[src/rtl/if_fetch_ctrl.sv]
// Instruction-fetch controller: one outstanding transaction on the SRAM-like
// instruction bus, a one-word response buffer for decode stalls, and the IF/ID register.
module if_fetch_ctrl #(
  parameter logic [31:0] INST_NOP = 32'h0000_0000
) (
  input  logic        clk,
  input  logic        rstn,
  input  logic [31:0] pc,
  input  logic        pc_ce,
  input  logic [5:0]  stall,
  input  logic        flush,
  output logic        inst_req,
  output logic [31:0] inst_addr,
  input  logic        inst_addr_ok,
  input  logic        inst_data_ok,
  input  logic [31:0] inst_rdata,
  output logic        stallreq_if,
  output logic [31:0] id_pc,
  output logic [31:0] id_inst,
  output logic        id_valid
);

  typedef enum logic [2:0] {
    S_IDLE,
    S_REQ,
    S_WAIT,
    S_HOLD,
    S_DROP
  } state_e;

  state_e      state_q, state_d;
  logic [31:0] addr_q, addr_d;
  logic [31:0] buf_q, buf_d;
  logic [31:0] id_pc_q, id_pc_d;
  logic [31:0] id_inst_q, id_inst_d;
  logic        id_valid_q, id_valid_d;

  logic        deliver;
  logic [31:0] deliver_word;
  logic        stallreq;

  // Only the IF/ID hold bit of the stall vector matters to this stage.
  logic unused_stall;
  assign unused_stall = ^{stall[5:2], stall[0]};

  always_comb begin
    state_d      = state_q;
    addr_d       = addr_q;
    buf_d        = buf_q;
    deliver      = 1'b0;
    deliver_word = buf_q;
    stallreq     = 1'b1;

    case (state_q)
      S_IDLE: begin
        stallreq = pc_ce & ~flush;
        if (pc_ce && !flush) begin
          addr_d  = pc;
          state_d = S_REQ;
        end
      end
      S_REQ: begin
        if (flush) stallreq = 1'b0;
        if (inst_addr_ok) begin
          state_d = flush ? S_DROP : S_WAIT;
        end else if (flush) begin
          state_d = S_IDLE;
        end
      end
      S_WAIT: begin
        if (inst_data_ok) begin
          if (flush) begin
            stallreq = 1'b0;
            state_d  = S_IDLE;
          end else if (!stall[1]) begin
            stallreq     = 1'b0;
            deliver      = 1'b1;
            deliver_word = inst_rdata;
            state_d      = S_IDLE;
          end else begin
            buf_d   = inst_rdata;
            state_d = S_HOLD;
          end
        end else if (flush) begin
          stallreq = 1'b0;
          state_d  = S_DROP;
        end
      end
      S_HOLD: begin
        if (flush) begin
          stallreq = 1'b0;
          state_d  = S_IDLE;
        end else if (!stall[1]) begin
          stallreq = 1'b0;
          deliver  = 1'b1;
          state_d  = S_IDLE;
        end
      end
      S_DROP: begin
        // A flush here is already being honoured: the response is discarded anyway.
        if (inst_data_ok) state_d = S_IDLE;
      end
      default: begin
        state_d = S_IDLE;
      end
    endcase
  end

  always_comb begin
    id_pc_d    = id_pc_q;
    id_inst_d  = id_inst_q;
    id_valid_d = id_valid_q;
    if (flush) begin
      id_inst_d  = INST_NOP;
      id_valid_d = 1'b0;
    end else if (stall[1]) begin
      id_valid_d = id_valid_q;
    end else if (deliver) begin
      id_pc_d    = addr_q;
      id_inst_d  = deliver_word;
      id_valid_d = 1'b1;
    end else begin
      id_inst_d  = INST_NOP;
      id_valid_d = 1'b0;
    end
  end

  always_ff @(posedge clk or negedge rstn) begin
    if (!rstn) begin
      state_q    <= S_IDLE;
      addr_q     <= 32'h0;
      buf_q      <= 32'h0;
      id_pc_q    <= 32'h0;
      id_inst_q  <= INST_NOP;
      id_valid_q <= 1'b0;
    end else begin
      state_q    <= state_d;
      addr_q     <= addr_d;
      buf_q      <= buf_d;
      id_pc_q    <= id_pc_d;
      id_inst_q  <= id_inst_d;
      id_valid_q <= id_valid_d;
    end
  end

  assign inst_req    = (state_q == S_REQ);
  assign inst_addr   = addr_q;
  assign stallreq_if = stallreq;
  assign id_pc       = id_pc_q;
  assign id_inst     = id_inst_q;
  assign id_valid    = id_valid_q;

endmodule

[config.mk]
export PLATFORM = sky130hd
export DESIGN_NAME = if_fetch_ctrl
export DESIGN_NICKNAME = d
export VERILOG_FILES = /design/src/rtl/if_fetch_ctrl.sv
export SDC_FILE = /design/constraint.sdc
export NUM_CORES = 1
export LEC_CHECK = 0
export ABC_AREA = 0
export BUFFER_PORTS_ARGS = -buffer_cell sky130_fd_sc_hd__buf_2
export CORE_AREA = 2 2 107 109
export CTS_CLUSTER_SIZE = 8
export DETAILED_ROUTE_END_ITERATION = 8
export DIE_AREA = 0 0 109 111
export PLACE_DENSITY = 0.91
export SYNTH_ARGS = -nofsm -noshare
export SYNTH_HDL_FRONTEND = slang
export SYNTH_SLANG_ARGS = --single-unit
[constraint.sdc]
create_clock -name clk -period 1.8 [get_ports clk]
set_input_delay 0.18 -clock clk [delete_from_list [all_inputs] [get_ports clk]]
set_output_delay 0.18 -clock clk [all_outputs]
set_load 0.1 [all_outputs]
# ---- Word level (Yosys, flattened, before mapping)
# Index checks and enable logic that the tools add are counted.
dict set report word_totals {
  elab_cells 55
  output_inout_bits 99
  regBits 132
}
dict set report classes {
  bitwise_logic 3
  eq_ne 10
  n_mux 29
  reduce_logical 7
}
# op n
set op_table {}
lappend op_table {{two-way mux 32 bit} 5}
lappend op_table {{two-way mux 3 bit} 9}
lappend op_table {{case mux 3 bit (5 select lines)} 1}
lappend op_table {{two-way mux 1 bit} 10}
lappend op_table {{== test 3 x 2 -> 1 bit, second input constant} 2}
lappend op_table {{!= test 3 bit, second input constant} 2}
lappend op_table {{AND reduction 5 bit} 1}
lappend op_table {{two-way mux 2 bit} 2}
lappend op_table {{!= test 2 bit, second input constant} 2}
lappend op_table {{case mux 1 bit (4 select lines)} 1}
lappend op_table {{AND reduction 4 bit} 1}
lappend op_table {{== test 3 x 1 -> 1 bit, second input constant} 1}
lappend op_table {{== test 3 bit, second input constant} 1}
lappend op_table {{logical NOT 3 bit} 1}
lappend op_table {{!= test 3 x 2 -> 1 bit, second input constant} 1}
lappend op_table {{AND reduction 3 bit} 1}
lappend op_table {{!= test 2 x 1 -> 1 bit, second input constant} 1}
lappend op_table {{inverter 1 bit} 2}
lappend op_table {{case mux 1 bit (2 select lines)} 1}
lappend op_table {{AND reduction 2 bit} 1}
lappend op_table {{AND 1 bit} 1}
lappend op_table {{logical AND 1 bit} 1}
lappend op_table {{logical NOT 1 bit} 1}

# ---- Logic depth before layout (Yosys ltp)
dict set report depth {
  word_depth 7
  ltp_mapped 6
  mapped_depth_nobuf 4
}

# ---- Least setup slack after synthesis
# No wires, ideal clock.
dict set report synth_timing {
  path_type {reg2out}
  from {reg state_q[0]}
  to {out inst_req}
  stages_incl_launch_ff 3
  path_slack_ns -1.151
  arrival_ns 2.771
  required_ns 1.620
  cell_sequence {dfrtp_1 > buf_2 > nor3b_1}
}
dict set report synth_via {
  elab_chain_len 1
}
# element line
set synth_rtl {}
lappend synth_rtl {{start, declared} 31} ;# state_e state_q, state_d;
lappend synth_rtl {{start signal, assigned} 137} ;# state_q <= state_d;
lappend synth_rtl {{== test 3 x 1 -> 1 bit} 146} ;# assign inst_req = (state_q == S_REQ);
lappend synth_rtl {{end, declared} 12} ;# output logic inst_req,
# No other way between the ends.

# ---- Final worst setup path
dict set report layout_timing {
  from {reg state_q[0]}
  to {out stallreq_if}
}
dict set report layout_via {
  elab_chain_len 2
  word_cells_on_any_way 5
  cone_classes {3 x eq/ne; 1 x mux; 1 x reduce/logical}
}
# element line
set layout_rtl {}
lappend layout_rtl {{== test 3 x 2 -> 1 bit (tied with other cells)} 54} ;# case (state_q)
lappend layout_rtl {{case mux 1 bit (4 select lines) *} 54}
lappend layout_rtl {{end, declared} 17} ;# output logic stallreq_if,
# Mark *: on every way between the ends. The rest lies on a longest branch, timed or not.

==> results by group <==
Yosys
  – FF+latch count, synth: around 130
  – Seq/Total Area, Yosys: between 60% and 70%
  – Yosys Warn Count: 0
  – Post-synthesis cell type count: 28
  – Avg Cell Area, Syn: between 10 and 15 sq um
  – Top post-synthesis cells by area: dfrtp_1 (60%), mux2_2 (14%), mux2_4 (7.4%)
  – Largest area contributor in the netlist: dfrtp_1
  – Synth Cell Area: ~0.0055 sq mm
  – Net Count, Synth: between 400 and 500
  – Cells after synthesis: approximately 380
  – Area share of the largest cell type after synthesis: 60.43%

Route
  – TritonRoute pass-1 iters: 4
  – DR vias: roughly 3800
  – Vias per std cell: around 5.1
  – Starting DRT DRC Count: 149
  – Drt drc: 0
  – Avg WL per Cell: between 15 and 20 um
  – Drt total wl: 13130 um
  – Antenna-violating nets left: 0

Setup path
  – Slowest CP cell: dfrtp_2
  – CP Cell Sequence: nor2_4 -> nor2_4 -> a221oi_2 -> or2_4 -> buf_12
  – CP Class: flop to output port
  – Critical path depth: 5
  – Flop2flop setup slack: approximately 0.11 ns
  – Crit path to: stallreq_if
  – Crit path DAT: between 1.5 and 2 ns
  – Worst setup SP type: flop
  – Worst Path Buf+Inv: 1
  – CP endpoint kind: output port
  – Critical Path RT: 1.62 ns
  – CP dominant cell by count: nor2_4
  – Delay-heaviest family, CP: flip-flops
  – R2R depth: 6
  – Crit. Startpoint: state_q[0]
  – Reg2Reg Launch Point: state_q[0]
  – Worst-path maximum fanout: 4
  – Max incr delay on CP: roughly 0.45 ns
  – Worst R2R End: id_inst[22]

Final layout
  – Final core occ: around 67%
  – Final #Nets: around 660
  – Multi-input gate area: around 0.002 sq mm
  – Area growth syn-to-layout: 35.57%
  – Share of cells above drive strength 1: between 50% and 60%
  – Filler Cell Count: 771
  – Reg area: approximately 0.0033 sq mm

Global route
  – Total GRT Usage: a little under a quarter
  – Total congestion overflow: 0
  – Initial antenna violation count: 1
  – First-pass GRT wire length: between 20000 and 25000 um
  – Largest net degree at the start of global routing: between 60 and 70
  – Vias in the first global route: roughly 4200

STA
  – Worst Skew: 0.008803 ns
  – Tcrit/Tclk final: roughly 100%
  – Max Transition Viols Final: 0
  – Post-route minimum period: between 1.5 and 2 ns
  – Worst Max-Slew Pin Slew: about 0.52 ns
  – Setup repair after global routing missed its margin: yes
  – Fin. Hold Viols: 0
  – FMAX: 557.6 MHz
  – Setup Viol. Count Final: 0
  – Max_slew headroom: about two thirds

Floorplan
  – Die width: ~110 um
  – Die Area: about 0.012 sq mm
  – Ports: 175
  – Core outline area: between 0.01 and 0.015 sq mm
  – Initial cell density of the core: between 40% and 50%
  – Cell Rows: 39
  – Die Ht: around 110 um

Placement
  – Port bufs: approximately 170
  – HPWL Detailed: about 8500 um
  – Placer Congestion: between 0.7 and 0.8

Clock network
  – Root Driver: clkbuf_16
  – CTS sink cnt: roughly 130
  – H-tree depth: 4
  – Num CTS Buffers: 17
  – Worst-path clk slew: roughly 0.060 ns
  – CTS tree: built
  – Worst-Skew Late Latency: between 0.4 and 0.5 ns
  – Clk buf depth: 2

Status
  – Status: completed

Run
  – Max Cap Viol: 0

Min path
  – Min-delay worst type: primary input to flop
-- cells by family (layout without fill, tap and decap cells) --
| family | Yosys count | in the layout | synth area share [%] |
|---|---|---|---|
| AO/OA/AOI/OAI | 39 | 39 | 3.914 |
| buffers and inverters | 25 | 239 | 2.976 |
| flip-flops | 132 | 132 | 60.43 |
| multiplexers | 129 | 129 | 27.70 |
| other | 0 | 1 | 0 |
| AND/OR/NAND/NOR | 56 | 56 | 4.990 |
-- state kept, by name, summed over array words and instances (netlist names) --
| register | count |
|---|---|
| id_inst | 32 |
| id_valid | 1 |
| buf_q | 32 |
| inst_addr | 32 |
| id_pc | 32 |
| state_q | 3 |
-- how the worst min path moves through the flow --
stage | slack, ns | cells after the start | endpoint | start
floorplan | -0.12 | 0 | buf_q[0] | rstn
global placement | 0.02 | 1 | id_pc[1] | rstn
detailed placement | 0.02 | 1 | id_pc[3] | rstn
CTS | 0.002 | 2 | inst_addr[11] | pc[11]
global route | 0.006 | 2 | inst_addr[2] | pc[2]
finish | 0.009 | 2 | inst_addr[2] | pc[2]
-- area by class of cell --
class | count | share of cell area (%)
Sequential cell | 132 | 44.62
Multi-Input combinational cell | 224 | 27.77
Timing Repair Buffer | 206 | 17.07
Clock buffer | 24 | 7.040
Tap cell | 143 | 2.414
Clock inverter | 7 | 0.9455
Inverter | 2 | 0.1013
Antenna cell | 1 | 0.03377
-- per-layer routing --
metal	global-route usage, %	vias to the layer above	part of all wire [%]
met5	0	-	0
met3	8.524	19	7.4
met2	38.51	145	51
met1	26.84	1883	40
li1	-	1740	-
met4	8.205	0	1.3
-- per-stage QoR --
stage / cells / TNS, ns / setup WS (ns) / hold slack, ns / area, sq um
floorplan: 381 / 0 / 0.2176 / -0.1156 / 5478
global placement: 683 / 0 / 0.1579 / 0.02051 / 6546
detailed placement: 683 / 0 / 0.08733 / 0.02323 / 6546
CTS: 738 / 0 / 0.008878 / 0.001716 / 7402
global route: 738 / -0.04331 / -0.04331 / 0.006222 / 7408
finish: 739 / 0 / 0.006602 / 0.008954 / 7411
-- worst reg2reg max path: cells and delay by family (launching register included) --
family,cells,cell delay [ns]
simple gates,1,0.23
buf+inv,3,0.55
flops,1,0.45
compound gates,1,0.09
mux,1,0.25
-- synth_stat cells --
| master | number |
|---|---|
| nor2_1 | 3 |
| a211oi_1 | 1 |
| o311ai_0 | 1 |
| nor3_4 | 1 |
| inv_1 | 2 |
| nand2_1 | 38 |
| a21o_1 | 1 |
| mux2i_1 | 32 |
| buf_6 | 7 |
| buf_4 | 2 |
| or2_2 | 1 |
| o21ai_1 | 30 |
| buf_2 | 7 |
| nor2_4 | 1 |
| nand3_2 | 1 |
| nand4_2 | 1 |
| clkbuf_1 | 7 |
| nand4_1 | 2 |
| mux2_4 | 27 |
| nand3_1 | 3 |
| o31ai_1 | 1 |
| mux2_2 | 70 |
| a221oi_1 | 1 |
| nor2b_1 | 2 |
| o21ai_0 | 3 |
| nor3b_1 | 3 |
| a41oi_1 | 1 |
| dfrtp_1 | 132 |
-- cell usage in the layout (no fill, tap or decap), types with 3 or more instances in the layout --
cell type / Yosys / layout
buf_12: 0 / 6
buf_2: 7 / 166
buf_4: 2 / 11
clkbuf_16: 0 / 17
clkbuf_8: 0 / 7
clkinvlp_4: 0 / 4
dfrtp_1: 132 / 129
dfrtp_2: 0 / 3
dlygate4sd3_1: 0 / 22
mux2_2: 70 / 70
mux2_4: 27 / 27
mux2i_1: 32 / 32
nand2_1: 38 / 38
nor2_4: 1 / 4
o21ai_0: 3 / 3
o21ai_1: 30 / 30
-- what timing repair did --
action,CTS,global route
endpoints found under the setup margin,1,10
hold buffers,22,0
gates resized for setup,9,2
buffers inserted,2,0
pin swaps,3,0
hold endpoints to repair,153,0
Power is left out: the tool's default activity adds up to more than one toggle a clock period on the data nets, which glitch-free logic cannot reach.
